File: src/rtl/pipeline_pkg.sv
`timescale 1ns/1ps
`default_nettype none
// ============================================================================
//  Module   : pipeline_pkg
//  Brief    : Shared constants for the RV32I pipeline hazard sequencer.
//  Revision : 1.0
// ============================================================================
package pipeline_pkg;

    localparam int          REG_IDX_W = 5;
    localparam logic [31:0] NOP_INSTR = 32'h0000_0013;

    typedef logic [2:0] state_t;

    localparam state_t S_BOOT   = 3'd0;
    localparam state_t S_RUN    = 3'd1;
    localparam state_t S_DWAIT  = 3'd2;
    localparam state_t S_DRAIN  = 3'd3;
    localparam state_t S_HALTED = 3'd4;

endpackage
`default_nettype wire

File: src/rtl/hazard_load_use_detect.sv
`timescale 1ns/1ps
`default_nettype none
// ============================================================================
//  Module   : hazard_load_use_detect
//  Brief    : Flags an ID instruction reading the destination of a load in EX.
//  Revision : 1.0
// ============================================================================
module hazard_load_use_detect
    import pipeline_pkg::*;
(
    input  logic [REG_IDX_W-1:0] rs1,
    input  logic [REG_IDX_W-1:0] rs2,
    input  logic [REG_IDX_W-1:0] rd,
    input  logic                 rd_is_load,
    output logic                 hazard
);

    logic w_rd_live;

    // x0 is hardwired to zero, so a load targeting it never creates a dependency
    assign w_rd_live = rd_is_load && (rd != '0);
    assign hazard    = w_rd_live && ((rd == rs1) || (rd == rs2));

endmodule
`default_nettype wire

File: src/rtl/pipeline_hazard_ctrl.sv
`timescale 1ns/1ps
`default_nettype none
// ============================================================================
//  Module   : pipeline_hazard_ctrl
//  Brief    : Stall/flush sequencer for the 5-stage pipeline (boot, hazards,
//             memory waits, halt drain). Optional perf counters are enabled
//             with the HAZARD_PERF_CNT_EN macro.
//  Revision : 1.0
// ============================================================================
module pipeline_hazard_ctrl
    import pipeline_pkg::*;
#(
    parameter int BOOT_CYCLES   = 2,
    parameter int DWAIT_TIMEOUT = 255,
    parameter int DRAIN_CYCLES  = 4
)
(
    input  logic                 clk_I,
    input  logic                 reset_I,
    input  logic [REG_IDX_W-1:0] idRs1_I,
    input  logic [REG_IDX_W-1:0] idRs2_I,
    input  logic [REG_IDX_W-1:0] exRd_I,
    input  logic                 exMemRead_I,
    input  logic                 exBranchTaken_I,
    input  logic                 memAccess_I,
    input  logic                 dmemReady_I,
    input  logic                 imemReady_I,
    input  logic                 haltReq_I,
    output logic                 pcEnable_O,
    output logic                 pcSelTarget_O,
    output logic                 ifIdEnable_O,
    output logic                 ifIdFlush_O,
    output logic                 idExEnable_O,
    output logic                 idExFlush_O,
    output logic                 exMemEnable_O,
    output logic                 memWbFlush_O,
    output logic                 halted_O,
    output logic                 busErr_O
`ifdef HAZARD_PERF_CNT_EN
    ,
    output logic [31:0]          stallCycles_O,
    output logic [31:0]          flushCount_O
`endif
);

    localparam int BOOT_W  = (BOOT_CYCLES  > 1) ? $clog2(BOOT_CYCLES)  : 1;
    localparam int DRAIN_W = (DRAIN_CYCLES > 1) ? $clog2(DRAIN_CYCLES) : 1;

    state_t             r_state;
    state_t             w_next_state;
    logic [BOOT_W-1:0]  r_boot_cnt;
    logic [7:0]         r_wait_cnt;
    logic [DRAIN_W-1:0] r_drain_cnt;
    logic               r_bus_err;

    logic w_load_use;
    logic w_mem_stall;
    logic w_wait;
    logic w_at_limit;
    logic w_timeout;
    logic w_drain_adv;
    logic w_branch_flush;

    hazard_load_use_detect u_load_use (
        .rs1        (idRs1_I),
        .rs2        (idRs2_I),
        .rd         (exRd_I),
        .rd_is_load (exMemRead_I),
        .hazard     (w_load_use)
    );

    assign w_mem_stall = memAccess_I && !dmemReady_I;
    assign w_at_limit  = (r_wait_cnt == 8'(DWAIT_TIMEOUT));
    assign w_timeout   = w_wait && w_at_limit;
    assign busErr_O    = r_bus_err;

    always_comb begin
        pcEnable_O     = 1'b0;
        pcSelTarget_O  = 1'b0;
        ifIdEnable_O   = 1'b0;
        ifIdFlush_O    = 1'b0;
        idExEnable_O   = 1'b0;
        idExFlush_O    = 1'b0;
        exMemEnable_O  = 1'b0;
        memWbFlush_O   = 1'b0;
        halted_O       = 1'b0;
        w_next_state   = r_state;
        w_wait         = 1'b0;
        w_drain_adv    = 1'b0;
        w_branch_flush = 1'b0;

        case (r_state)
            S_BOOT: begin
                ifIdFlush_O  = 1'b1;
                idExFlush_O  = 1'b1;
                memWbFlush_O = 1'b1;
                if (r_boot_cnt == BOOT_W'(BOOT_CYCLES - 1)) begin
                    w_next_state = S_RUN;
                end
            end

            S_RUN: begin
                pcEnable_O    = 1'b1;
                ifIdEnable_O  = 1'b1;
                idExEnable_O  = 1'b1;
                exMemEnable_O = 1'b1;
                if (w_mem_stall) begin
                    pcEnable_O    = 1'b0;
                    ifIdEnable_O  = 1'b0;
                    idExEnable_O  = 1'b0;
                    exMemEnable_O = 1'b0;
                    memWbFlush_O  = 1'b1;
                    w_wait        = 1'b1;
                    w_next_state  = S_DWAIT;
                end else if (exBranchTaken_I) begin
                    // Younger instructions are wrong-path, so their hazards and halts are moot
                    pcSelTarget_O  = 1'b1;
                    ifIdFlush_O    = 1'b1;
                    idExFlush_O    = 1'b1;
                    w_branch_flush = 1'b1;
                end else if (w_load_use) begin
                    pcEnable_O   = 1'b0;
                    ifIdEnable_O = 1'b0;
                    idExFlush_O  = 1'b1;
                end else if (!imemReady_I) begin
                    pcEnable_O  = 1'b0;
                    ifIdFlush_O = 1'b1;
                end else if (haltReq_I) begin
                    pcEnable_O   = 1'b0;
                    ifIdFlush_O  = 1'b1;
                    w_next_state = S_DRAIN;
                end
            end

            S_DWAIT: begin
                if (dmemReady_I) begin
                    pcEnable_O    = 1'b1;
                    ifIdEnable_O  = 1'b1;
                    idExEnable_O  = 1'b1;
                    exMemEnable_O = 1'b1;
                    w_next_state  = S_RUN;
                end else begin
                    memWbFlush_O = 1'b1;
                    w_wait       = 1'b1;
                    if (w_at_limit) begin
                        w_next_state = S_HALTED;
                    end
                end
            end

            S_DRAIN: begin
                if (w_mem_stall) begin
                    memWbFlush_O = 1'b1;
                    w_wait       = 1'b1;
                    if (w_at_limit) begin
                        w_next_state = S_HALTED;
                    end
                end else begin
                    ifIdEnable_O  = 1'b1;
                    ifIdFlush_O   = 1'b1;
                    idExEnable_O  = 1'b1;
                    exMemEnable_O = 1'b1;
                    w_drain_adv   = 1'b1;
                    if (r_drain_cnt == DRAIN_W'(DRAIN_CYCLES - 1)) begin
                        w_next_state = S_HALTED;
                    end
                end
            end

            S_HALTED: begin
                ifIdFlush_O  = 1'b1;
                idExFlush_O  = 1'b1;
                memWbFlush_O = 1'b1;
                halted_O     = 1'b1;
            end

            default: begin
                ifIdFlush_O  = 1'b1;
                idExFlush_O  = 1'b1;
                memWbFlush_O = 1'b1;
                w_next_state = S_BOOT;
            end
        endcase
    end

    always_ff @(posedge clk_I or negedge reset_I) begin
        if (!reset_I) begin
            r_state     <= S_BOOT;
            r_boot_cnt  <= '0;
            r_wait_cnt  <= '0;
            r_drain_cnt <= '0;
            r_bus_err   <= 1'b0;
        end else begin
            r_state <= w_next_state;

            if (r_state == S_BOOT) begin
                r_boot_cnt <= r_boot_cnt + 1'b1;
            end else begin
                r_boot_cnt <= '0;
            end

            // Counts consecutive wait cycles, including the one that left S_RUN
            if (w_wait) begin
                r_wait_cnt <= w_at_limit ? r_wait_cnt : r_wait_cnt + 8'd1;
            end else begin
                r_wait_cnt <= '0;
            end

            if (r_state != S_DRAIN) begin
                r_drain_cnt <= '0;
            end else if (w_drain_adv) begin
                r_drain_cnt <= r_drain_cnt + 1'b1;
            end

            if (w_timeout) begin
                r_bus_err <= 1'b1;
            end
        end
    end

`ifdef HAZARD_PERF_CNT_EN
    logic [31:0] r_stall_cycles;
    logic [31:0] r_flush_count;
    logic        w_stall_cycle;

    assign w_stall_cycle = ((r_state == S_RUN) || (r_state == S_DWAIT)) && !pcEnable_O;
    assign stallCycles_O = r_stall_cycles;
    assign flushCount_O  = r_flush_count;

    always_ff @(posedge clk_I or negedge reset_I) begin
        if (!reset_I) begin
            r_stall_cycles <= '0;
            r_flush_count  <= '0;
        end else begin
            if (w_stall_cycle) begin
                r_stall_cycles <= r_stall_cycles + 32'd1;
            end
            if (w_branch_flush) begin
                r_flush_count <= r_flush_count + 32'd1;
            end
        end
    end
`endif

endmodule
`default_nettype wire

File: config.mk
export PLATFORM = sky130hd
export DESIGN_NAME = pipeline_hazard_ctrl
export DESIGN_NICKNAME = d
export VERILOG_FILES = /design/src/rtl/pipeline_pkg.sv /design/src/rtl/hazard_load_use_detect.sv /design/src/rtl/pipeline_hazard_ctrl.sv
export SDC_FILE = /design/constraint.sdc
export NUM_CORES = 1
export LEC_CHECK = 0
export BUFFER_PORTS_ARGS = -buffer_cell sky130_fd_sc_hd__buf_4
export CAP_MARGIN = 5
export CORE_UTILIZATION = 44
export DETAILED_ROUTE_END_ITERATION = 10
export PLACE_DENSITY = 0.68
export RECOVER_POWER = 100
export SETUP_SLACK_MARGIN = 0.15
export SLEW_MARGIN = 20
export SYNTH_ARGS = -nofsm -noshare
export SYNTH_HDL_FRONTEND = slang
export SYNTH_SLANG_ARGS = --single-unit
File: constraint.sdc
create_clock -name clk_I -period 4.93 [get_ports clk_I]
set_input_delay 0.986 -clock clk_I [delete_from_list [all_inputs] [get_ports clk_I]]
set_output_delay 0.986 -clock clk_I [all_outputs]
set_load 0.005 [all_outputs]
==> summary.md <==
| Metric | Value |
|---|---|
| Outcome | `complete, no violations` |
| Placed cells | `179` |
| Worst hold endpoint | `busErr_O$_DFFE_PN0P_` |
| Nets@finish | `181` |
| Die ar. | `0.00268 mm2` |
| Starting Density | `0.479` |
| CP top delay family | `simple AND/OR/NAND/NOR gates` |
| Fill cells | `204` |
| Layout area overhead | `21.0%` |
| Clock-pin slew on the worst setup and hold paths | `0.08 ns` |
| Vias per cell | `5.55` |
| Post-CTS sizing | `0` |
| Num rows | `17` |
| Num Clock Sinks | `15` |
| Cts hold-fix bufs | `0` |
| Yosys top cell area share | `0.344` |
| # IOs | `33` |
| Tcrit/Tclk final | `0.686` |
| Htree depth | `1` |
| Reg2reg path depth | `5` |
| VDD IR max | `239 uV` |
| Top FF cell, synth | `dfrtp_1` |
| DR vias | `1016` |
| CP max-delay cell | `nor2b_1` |
| Vias in the first global route | `918` |
| Startpoint Class | `primary input` |
| PortBufs | `32` |
| Die width | `51.8 um` |
| Final core occ | `0.579` |
| Slew Limit Fails | `0` |
| Core ar. | `0.00228 mm2` |
| CTS root buf | `clkbuf_4` |
| WP buf/inv | `2` |
| Antenna violations before repair | `0` |
| CP Max Fanout | `11` |
| Total Neg Setup Slack | `0 ns` |
| Initial DRC Count | `35` |
| Min Tclk post-route | `3.38 ns` |
| Synth unique cells | `44` |
| Slowest Stage Delay on Critical Path | `0.68 ns` |
| Slew at the pin closest to its max-slew limit | `0.830 ns` |
| # DRC | `0` |
| Crit-path cells | `clkbuf_1, nor2b_1, o21ai_0, a21oi_1, o21ai_0, buf_4` |
| Synth area leaders | `dfrtp_1 (34%), xor2_1 (6.4%), o21ai_0 (4.6%)` |
| GRT Total Usage | `0.205` |
| R2r setup slk | `2.99 ns` |
| Power density over cell area | `406 mW/mm2` |
| Synthesized net count | `150` |
| Worst hold path startpoint | `busErr_O$_DFFE_PN0P_` |
| Most frequent cells in the layout | `buf_4 (25), dfrtp_1 (15), nor2_1 (12), o21ai_0 (11)` |
| Worst path most repeated cell | `o21ai_0` |
| #FFs+latches synth | `15` |
| Post-Syn Area | `0.00109 mm2` |
| N_diodes | `0` |
| Pre-antenna DRT Iters | `4` |
| TritonCTS buffer count | `3` |
| Relative slew slack | `0.445` |
| Post-CTS Setup Inserts | `0` |
| Clock network latency to the later pin of the worst-skew pair | `0.28 ns` |
| Seq/Total Area, Yosys | `0.344` |
| WP data arrival | `2.40 ns` |
| Routability cong. | `0.835` |
| Hold slack final | `0.496 ns` |
| Pwr Total | `0.535 mW` |
| Area occupied by multi-input gates | `631 um2` |
| Sum of net half-perimeters after detailed placement | `1900 um` |
| First-pass GRT wire length | `4130 um` |
| Post-synth ARST share | `1.00` |
| Setup CP Type | `primary input to primary output` |
| Cell Count, Final, Fillers Out | `183` |
| Max-cap violations | `0` |
| Total wire length | `2440 um` |
| Reg area | `375 um2` |
| Share of cells above drive strength 1 | `0.219` |
| Post-synthesis instance total | `125` |
| Lkg Pwr | `0.591 nW` |
| Antenna-violating nets left | `0` |
| FF-to-FF End | `r_state[1]$_DFFE_PN0P_` |
| Area leader, netlist | `dfrtp_1` |
| Setup Viol. Count Final | `0` |
| Tightest Hold Check Type | `flip-flop to flip-flop` |
| Fin. Hold Viols | `0` |
| Post-Syn Area per Cell | `8.72 um2` |
| FMAX | `0.296 GHz` |
| Die H | `51.8 um` |
| WP data required | `3.94 ns` |
| Worst setup EP type | `primary output` |
| Largest net degree at the start of global routing | `17` |
| Routed length per placed instance | `13.3 um` |
| CTS Buffer Depth | `2` |
| EDFF count, synth | `0` |
| Crit Reg-Reg Startpoint | `r_state[0]$_DFFE_PN0P_` |
| Total number of yosys warnings | `0` |
| Commonest non-fill, non-tap cell in the layout | `buf_4` |
| Worst clock skew | `0.00527 ns` |
| RSZ-0062 raised after global routing | `no` |
| CTS tree | `built` |
| Total global routing overflow | `0` |
| Worst hold stages | `1` |
[registers in the layout, summed over array words and instances, names as in the netlist]
name / cells
r_wait_cnt: 8
r_drain_cnt: 2
r_boot_cnt: 1
r_state: 3
busErr_O: 1
[cells in the mapped netlist (2+ instances only)]
master / count
xor2_1: 8
buf_4: 2
a21oi_1: 4
a31oi_1: 4
nand3b_1: 2
mux2i_1: 3
o21ai_0: 10
xnor2_1: 5
nand3_1: 4
dfrtp_1: 15
o21a_1: 2
nor2_1: 12
nand2_1: 8
buf_2: 2
nand4_1: 3
inv_1: 6
and3_1: 2
ha_1: 2
nor3_1: 6
[per-layer routing]
layer | part of all wire | GRT usage | vias to the layer above
met5 | 0 | 0 | -
met3 | 0.052 | 0.0526 | 0
li1 | - | - | 513
met1 | 0.47 | 0.295 | 467
met4 | 0 | 0 | 0
met2 | 0.48 | 0.329 | 36
[where the power goes]
part           switching, mW  leakage [nW]  internal, mW
Combinational          0.132         0.375         0.142
Sequential            0.0480         0.201         0.145
Clock                 0.0369        0.0150        0.0314
[how the worst max path moves through the flow]
stage                startpoint           to  slack (ns)  cells after the start
finish              memAccess_I  ifIdFlush_O        1.55                      6
global route        memAccess_I  ifIdFlush_O        1.39                      6
CTS                   exRd_I[0]  idExFlush_O        1.64                      6
detailed placement    exRd_I[0]  idExFlush_O        1.64                      6
global placement      exRd_I[0]  idExFlush_O        1.66                      6
floorplan             exRd_I[0]  idExFlush_O        1.94                      4
[stage by stage]
stage	worst slack (ns)	cell area [um2]
floorplan	1.94	1090
global placement	1.66	1330
detailed placement	1.64	1330
CTS	1.64	1350
global route	1.39	1320
finish	1.55	1320
[logic make-up (layout without fill, tap and decap cells)]
kind of cell    Yosys count  in the layout  share of synthesized area
compound gates           33             33                      0.206
xor+xnor                 13             13                      0.104
fa+ha+maj                 2              2                     0.0230
buf+inv                  12             42                     0.0574
flops                    15             15                      0.344
mux                       3              3                     0.0276
simple gates             47             47                      0.238
[layout make-up]
| type | instances | share of cell area |
|---|---|---|
| Tap cell | 28 | 0.0266 |
| Sequential cell | 15 | 0.285 |
| Inverter | 6 | 0.0171 |
| Timing Repair Buffer | 32 | 0.174 |
| Multi-Input combinational cell | 98 | 0.478 |
| Clock buffer | 4 | 0.0199 |
(Power assumes the default switching activity.)
